[src/rtl/e203_exu_brslv_q_pkg.sv]
// Shared definitions for the E203 branch resolve unit: default widths, flush-type
// one-hot encoding, instruction-length increments and FSM states.
package e203_exu_brslv_q_pkg;

  localparam int PC_SIZE_DEF = 32;
  localparam int XLEN_DEF    = 32;

  // One-hot flush type; bit positions double as indices into type vectors
  localparam int FT_MRET_BIT   = 0;
  localparam int FT_DRET_BIT   = 1;
  localparam int FT_FENCEI_BIT = 2;
  localparam int FT_BJP_BIT    = 3;

  localparam logic [3:0] FT_MRET   = 4'b0001;
  localparam logic [3:0] FT_DRET   = 4'b0010;
  localparam logic [3:0] FT_FENCEI = 4'b0100;
  localparam logic [3:0] FT_BJP    = 4'b1000;

  localparam logic [2:0] ILEN_INCR_32 = 3'd4;
  localparam logic [2:0] ILEN_INCR_16 = 3'd2;

  typedef enum logic {
    ST_IDLE = 1'b0,
    ST_PEND = 1'b1
  } brslv_state_e;

  function automatic logic [2:0] f_ilen_incr(input logic rv32);
    return rv32 ? ILEN_INCR_32 : ILEN_INCR_16;
  endfunction

endpackage

[src/rtl/e203_exu_brslv_tgt.sv]
// Combinational redirect-target computation shared by the registered and
// combinational flush modes. All arithmetic wraps modulo 2^PC_SIZE.
module e203_exu_brslv_tgt
  import e203_exu_brslv_q_pkg::*;
#(
  parameter int PC_SIZE = PC_SIZE_DEF,
  parameter int XLEN    = XLEN_DEF
) (
  input  logic               i_rv32,
  input  logic               i_bjp,
  input  logic               i_bjp_prdt,
  input  logic               i_fencei,
  input  logic               i_dret,
  input  logic [PC_SIZE-1:0] i_pc,
  input  logic [XLEN-1:0]    i_imm,
  input  logic [PC_SIZE-1:0] i_epc,
  input  logic [PC_SIZE-1:0] i_dpc,
  output logic [PC_SIZE-1:0] o_tgt_pc
);

  logic [PC_SIZE-1:0] w_seq_pc;
  logic [PC_SIZE-1:0] w_jmp_pc;

  assign w_seq_pc = i_pc + PC_SIZE'(f_ilen_incr(i_rv32));
  assign w_jmp_pc = i_pc + i_imm[PC_SIZE-1:0];

  // Immediate bits above the PC width cannot affect a wrapped target
  if (XLEN > PC_SIZE) begin : g_imm_hi
    logic w_unused_imm_hi;
    assign w_unused_imm_hi = ^i_imm[XLEN-1:PC_SIZE];
  end

  // Predicted-taken branches that resolve otherwise fall through to the sequential PC
  always_comb begin
    o_tgt_pc = i_epc;
    if (i_fencei | (i_bjp & i_bjp_prdt)) begin
      o_tgt_pc = w_seq_pc;
    end else if (i_bjp) begin
      o_tgt_pc = w_jmp_pc;
    end else if (i_dret) begin
      o_tgt_pc = i_dpc;
    end
  end

endmodule

[src/rtl/e203_exu_brslv_q.sv]
// E203 EXU branch resolve unit: REG_FLUSH=1 registers the flush in a one-entry
// pending FSM, REG_FLUSH=0 is combinational. Counters need E203_BRSLV_PERF_CNT_EN.
module e203_exu_brslv_q
  import e203_exu_brslv_q_pkg::*;
#(
  parameter int PC_SIZE   = PC_SIZE_DEF,
  parameter int XLEN      = XLEN_DEF,
  parameter int REG_FLUSH = 1,
  parameter int CNT_W     = 16
) (
  input  logic               clk,
  input  logic               rst_n,
  input  logic               cmt_i_valid,
  output logic               cmt_i_ready,
  input  logic               cmt_i_rv32,
  input  logic               cmt_i_bjp,
  input  logic               cmt_i_bjp_prdt,
  input  logic               cmt_i_bjp_rslv,
  input  logic               cmt_i_fencei,
  input  logic               cmt_i_mret,
  input  logic               cmt_i_dret,
  input  logic [PC_SIZE-1:0] cmt_i_pc,
  input  logic [XLEN-1:0]    cmt_i_imm,
  input  logic [PC_SIZE-1:0] csr_epc_r,
  input  logic [PC_SIZE-1:0] csr_dpc_r,
  input  logic               nonalu_excpirq_flush_req_raw,
  output logic               brchmis_flush_req,
  input  logic               brchmis_flush_ack,
  output logic [PC_SIZE-1:0] brchmis_flush_pc,
  output logic               cmt_mret_ena,
  output logic               cmt_dret_ena,
  output logic               cmt_fencei_ena,
  input  logic               perf_clr,
  output logic [CNT_W-1:0]   perf_bjp_cnt,
  output logic [CNT_W-1:0]   perf_mis_cnt
);

  logic [3:0]         w_type;
  logic               w_brch_class;
  logic               w_need_flush;
  logic [PC_SIZE-1:0] w_tgt_pc;
  logic               w_ready;
  logic               w_req;
  logic [PC_SIZE-1:0] w_flush_pc;
  logic [2:0]         w_ena;

  assign w_type = ({4{cmt_i_mret}}   & FT_MRET)
                | ({4{cmt_i_dret}}   & FT_DRET)
                | ({4{cmt_i_fencei}} & FT_FENCEI)
                | ({4{cmt_i_bjp}}    & FT_BJP);

  assign w_brch_class = |w_type;
  assign w_need_flush = (w_type[FT_BJP_BIT] & (cmt_i_bjp_prdt ^ cmt_i_bjp_rslv))
                      | w_type[FT_FENCEI_BIT] | w_type[FT_MRET_BIT] | w_type[FT_DRET_BIT];

  e203_exu_brslv_tgt #(
    .PC_SIZE (PC_SIZE),
    .XLEN    (XLEN)
  ) u_tgt (
    .i_rv32     (cmt_i_rv32),
    .i_bjp      (cmt_i_bjp),
    .i_bjp_prdt (cmt_i_bjp_prdt),
    .i_fencei   (cmt_i_fencei),
    .i_dret     (cmt_i_dret),
    .i_pc       (cmt_i_pc),
    .i_imm      (cmt_i_imm),
    .i_epc      (csr_epc_r),
    .i_dpc      (csr_dpc_r),
    .o_tgt_pc   (w_tgt_pc)
  );

  if (REG_FLUSH != 0) begin : g_reg_flush
    brslv_state_e       r_state;
    brslv_state_e       w_state_next;
    logic [PC_SIZE-1:0] r_pc;
    logic [2:0]         r_type;
    logic               w_capture;
    logic               w_hsk;

    always_ff @(posedge clk or negedge rst_n) begin
      if (!rst_n) begin
        r_state <= ST_IDLE;
        r_pc    <= '0;
        r_type  <= '0;
      end else begin
        r_state <= w_state_next;
        if (w_capture) begin
          r_pc   <= w_tgt_pc;
          r_type <= w_type[2:0];
        end
      end
    end

    // The pending entry survives non-ALU flushes; they only mask the request
    always_comb begin
      w_state_next = r_state;
      w_ready      = 1'b0;
      w_req        = 1'b0;
      w_capture    = 1'b0;
      w_hsk        = 1'b0;
      case (r_state)
        ST_IDLE: begin
          w_ready = ~(w_brch_class & nonalu_excpirq_flush_req_raw);
          if (cmt_i_valid & w_ready & w_need_flush) begin
            w_capture    = 1'b1;
            w_state_next = ST_PEND;
          end
        end
        ST_PEND: begin
          w_req = ~nonalu_excpirq_flush_req_raw;
          w_hsk = w_req & brchmis_flush_ack;
          if (w_hsk) begin
            w_state_next = ST_IDLE;
          end
        end
        default: w_state_next = ST_IDLE;
      endcase
    end

    assign w_flush_pc = r_pc;
    assign w_ena      = r_type & {3{w_hsk}};
  end else begin : g_comb_flush
    logic w_unused_comb;

    assign w_unused_comb = clk ^ rst_n;
    assign w_req         = cmt_i_valid & w_need_flush & ~nonalu_excpirq_flush_req_raw;
    assign w_ready       = ~w_brch_class
                         | ((w_need_flush ? brchmis_flush_ack : 1'b1) & ~nonalu_excpirq_flush_req_raw);
    assign w_flush_pc    = w_tgt_pc;
    assign w_ena         = w_type[2:0] & {3{w_req & brchmis_flush_ack}};
  end

  assign cmt_i_ready       = w_ready;
  assign brchmis_flush_req = w_req;
  assign brchmis_flush_pc  = w_flush_pc;
  assign cmt_mret_ena      = w_ena[FT_MRET_BIT];
  assign cmt_dret_ena      = w_ena[FT_DRET_BIT];
  assign cmt_fencei_ena    = w_ena[FT_FENCEI_BIT];

`ifdef E203_BRSLV_PERF_CNT_EN
  logic [CNT_W-1:0] r_bjp_cnt;
  logic [CNT_W-1:0] r_mis_cnt;
  logic             w_bjp_acc;
  logic             w_mis_acc;

  assign w_bjp_acc = cmt_i_valid & w_ready & cmt_i_bjp;
  assign w_mis_acc = w_bjp_acc & (cmt_i_bjp_prdt ^ cmt_i_bjp_rslv);

  // Saturating counters; clear wins over a coincident increment
  always_ff @(posedge clk or negedge rst_n) begin
    if (!rst_n) begin
      r_bjp_cnt <= '0;
      r_mis_cnt <= '0;
    end else if (perf_clr) begin
      r_bjp_cnt <= '0;
      r_mis_cnt <= '0;
    end else begin
      if (w_bjp_acc && (r_bjp_cnt != '1)) begin
        r_bjp_cnt <= r_bjp_cnt + CNT_W'(1);
      end
      if (w_mis_acc && (r_mis_cnt != '1)) begin
        r_mis_cnt <= r_mis_cnt + CNT_W'(1);
      end
    end
  end

  assign perf_bjp_cnt = r_bjp_cnt;
  assign perf_mis_cnt = r_mis_cnt;
`else
  logic w_unused_perf;

  assign w_unused_perf = perf_clr;
  assign perf_bjp_cnt  = '0;
  assign perf_mis_cnt  = '0;
`endif

endmodule

[config.mk]
export PLATFORM = sky130hd
export DESIGN_NAME = e203_exu_brslv_q
export DESIGN_NICKNAME = d
export VERILOG_FILES = /design/src/rtl/e203_exu_brslv_q_pkg.sv /design/src/rtl/e203_exu_brslv_tgt.sv /design/src/rtl/e203_exu_brslv_q.sv
export SDC_FILE = /design/constraint.sdc
export NUM_CORES = 1
export LEC_CHECK = 0
export ABC_CLOCK_PERIOD_IN_PS = 2200
export CAP_MARGIN = 15
export CORE_MARGIN = 2
export CORE_UTILIZATION = 40
export CTS_CLUSTER_SIZE = 28
export DETAILED_ROUTE_END_ITERATION = 12
export GPL_TIMING_DRIVEN = 0
export PLACE_DENSITY = 0.77
export SYNTH_ARGS = -nofsm -noshare
export SYNTH_HDL_FRONTEND = slang
export SYNTH_SLANG_ARGS = --single-unit
[constraint.sdc]
create_clock -name clk -period 2.2 [get_ports clk]
set_clock_uncertainty 0.05 [all_clocks]
set_input_delay 0.55 -clock clk [delete_from_list [all_inputs] [get_ports clk]]
set_output_delay 0.55 -clock clk [all_outputs]
set_load 0.02 [all_outputs]
==> metrics.txt <==
Mapped Cells 617; pin count of the biggest net entering global routing 37; commonest non-fill, non-tap cell in the layout clkdlybuf4s50_1; slew of the pin with the lowest slew margin 779 ps; port bufs 174; GR Util All Layers 0.307; die height 114 um; area grow syn2layout 80.1%; Yosys warning count 0; hold_buf cts 0; fin nets 1071; Root Driver clkbuf_16; Routed WL 22200 um; final setup violation count 24; routed len/inst 21.3 um; Max stage delay on crit path 310 ps; r2r endpoint brchmis_flush_pc[28]; ANT cells 0; Setup crit start cmt_i_pc[19]; met3 WL 1670 um; Site Rows 40; Yosys reg bits 36; worst-case clock buffer depth 2; synth unique cells 73; CP Capture Type flop; WP data arrival 2800 ps; Max FO, Critical Path 4; Final Max Tran Viols 0; Mapped Avg Cell Area 7.83 sq um; PwrDens 532 mW/mm^2; largest family of logic cells by synthesized area compound AO/OA/AOI/OAI gates; RSZ-0062 raised after global routing true; Slew headroom 0.481; setup_tns -8180 ps; worst setup margin -505 ps; CP top delay family compound AO/OA/AOI/OAI gates; Vias 6045; met2 routed WL 11000 um; Crit Path Class input port to flop; min-delay worst type input port to asynchronous set/reset pin; vias in the first global route 5734; crit start category input port; DP Wirelength 15200 um; Max-Cap Viols 0; worst r2r path cells 6; M1 WL 8670 um; Final Cycle Share 1.23; Worst EP required 2290 ps; WHS 303 ps; FF-to-FF setup slack 460 ps; post-synthesis cell area 0.00483 sq mm; Crit-path slowest cell a211o_1; CTS Buf Count 5; overflow left after global routing 0; top layer in use met4; Seq/Total Area, Yosys 0.186; number of synthesized flops with an enable pin 0; iteration-0 DRC count of the detailed router 500; Final Hold Viols 0; Tot Pwr 4630 uW; run status complete, but fails checks; FFs w/ async S/R, synth 1.00; full die area 0.0130 sq mm; xor/xnor share of the synthesized area 0.0997; Adder-Cell Fraction of Synth Area 0.0937; Final Util 0.731; Buf+Inv Stages, Crit Path 2; Routed Antenna Nets 0; global placement routability congestion 0.972; worst r2r src g_reg_flush.r_state; mux cell area share after synthesis 0.0523; CTS tree done; Setup WS pre-CTS -1490 ps; initial core utilization 0.406; H-tree depth 2; drt first pass iters 5; Clk pin slew, worst setup/hold paths 50 ps; complex-gate fraction of the synthesized area 0.264; VDD IR-drop max 0.000297 V; Clock Sinks 36; first-pass GRT wire length 31100 um; layout cells sized above 1 0.361; Ports 210; drc violations 0; Die W 114 um; via-per-instance ratio 5.80; crit path cell chain buf_6, ha_4, and4_1, a211o_1, o21bai_4, or2_1, o211ai_2, buf_4, nand2_2, a31oi_2, xor2_2, o31ai_2; Tmin final 2710 ps; top_reg_cell synth dfrtp_1; most frequent cells in the layout 112 x clkdlybuf4s50_1, 87 x buf_4, 64 x nand2_1; leakage 0.00369 uW; Simple-Gate Fraction of Synth Area 0.199; initial antenna violation count 0; core area 0.0119 sq mm; maximum clock rate 0.370 GHz; Clock Latency Late Sink 270 ps; failing checks setup timing
repair_timing:
| action | in CTS | in global routing |
|---|---|---|
| setup buffers | 54 | 15 |
| pin swaps | 93 | 58 |
| gates resized for setup | 325 | 91 |
| setup endpoints to repair | 41 | 31 |
Yosys cell counts (all sizes together) (8+ instances only):
| cell type | number | share of area |
|---|---|---|
| a211oi | 10 | 0.018 |
| a21o | 11 | 0.017 |
| a21oi | 58 | 0.065 |
| and3 | 10 | 0.013 |
| buf | 41 | 0.059 |
| clkbuf | 20 | 0.020 |
| dfrtp | 36 | 0.19 |
| ha | 33 | 0.085 |
| inv | 12 | 0.0093 |
| mux2i | 23 | 0.048 |
| nand2 | 72 | 0.056 |
| nand3 | 17 | 0.020 |
| nand4 | 8 | 0.010 |
| nor2 | 34 | 0.027 |
| nor2b | 14 | 0.018 |
| nor3 | 10 | 0.010 |
| o211ai | 10 | 0.018 |
| o21ai | 57 | 0.059 |
| xnor2 | 26 | 0.047 |
| xor2 | 29 | 0.053 |
worst max-delay path by stage:
stage	end	slack, ps	cells after the start
2_1_floorplan	brchmis_flush_pc[28]	-480	11
3_3_place_gp	brchmis_flush_pc[28]	-1440	12
3_5_place_dp	brchmis_flush_pc[28]	-1490	12
4_1_cts	brchmis_flush_pc[30]	-490	12
5_1_grt	brchmis_flush_pc[25]	-580	12
6_report	brchmis_flush_pc[25]	-510	12
logic make-up (layout without fill, tap and decap cells):
family	count (synthesis)	count (layout)
simple gates	194	194
compound gates	195	195
buf+inv	76	323
other cells	1	32
fa+ha+maj	35	35
mux	25	25
xor+xnor	55	55
flops	36	36
layer usage:
| metal | up-vias | track usage |
|---|---|---|
| met2 | 357 | 0.537 |
| li1 | 2736 | - |
| met3 | 61 | 0.0181 |
| met4 | 0 | 0.0943 |
| met1 | 2891 | 0.408 |
| met5 | - | 0 |
cell type report:
type | count | area, sq um
Tap cell | 147 | 184
Timing Repair Buffer | 241 | 2230
Buffer | 63 | 477
Inverter | 12 | 61.3
Sequential cell | 36 | 901
Clock buffer | 7 | 153
Fill cell | 868 | 3210
Multi-Input combinational cell | 536 | 4700
per-stage QoR:
step / cell area, sq um / std cells
6_report: 8700 / 1042
5_1_grt: 8700 / 1042
4_1_cts: 8260 / 1029
3_5_place_dp: 7110 / 969
3_3_place_gp: 7120 / 969
2_1_floorplan: 5190 / 648
sequential cells by signal, indices dropped and copies added (netlist names):
| name | cells |
|---|---|
| brchmis_flush_pc | 32 |
| g_reg_flush.r_state | 1 |
| g_reg_flush.r_type | 3 |
report_power, final:
group / total [uW] / switching [uW] / internal [uW]
Clock: 718 / 244 / 474
Combinational: 2880 / 1490 / 1390
Sequential: 1030 / 144 / 884
Total: 4630 / 1880 / 2750
(Power assumes the default switching activity.)
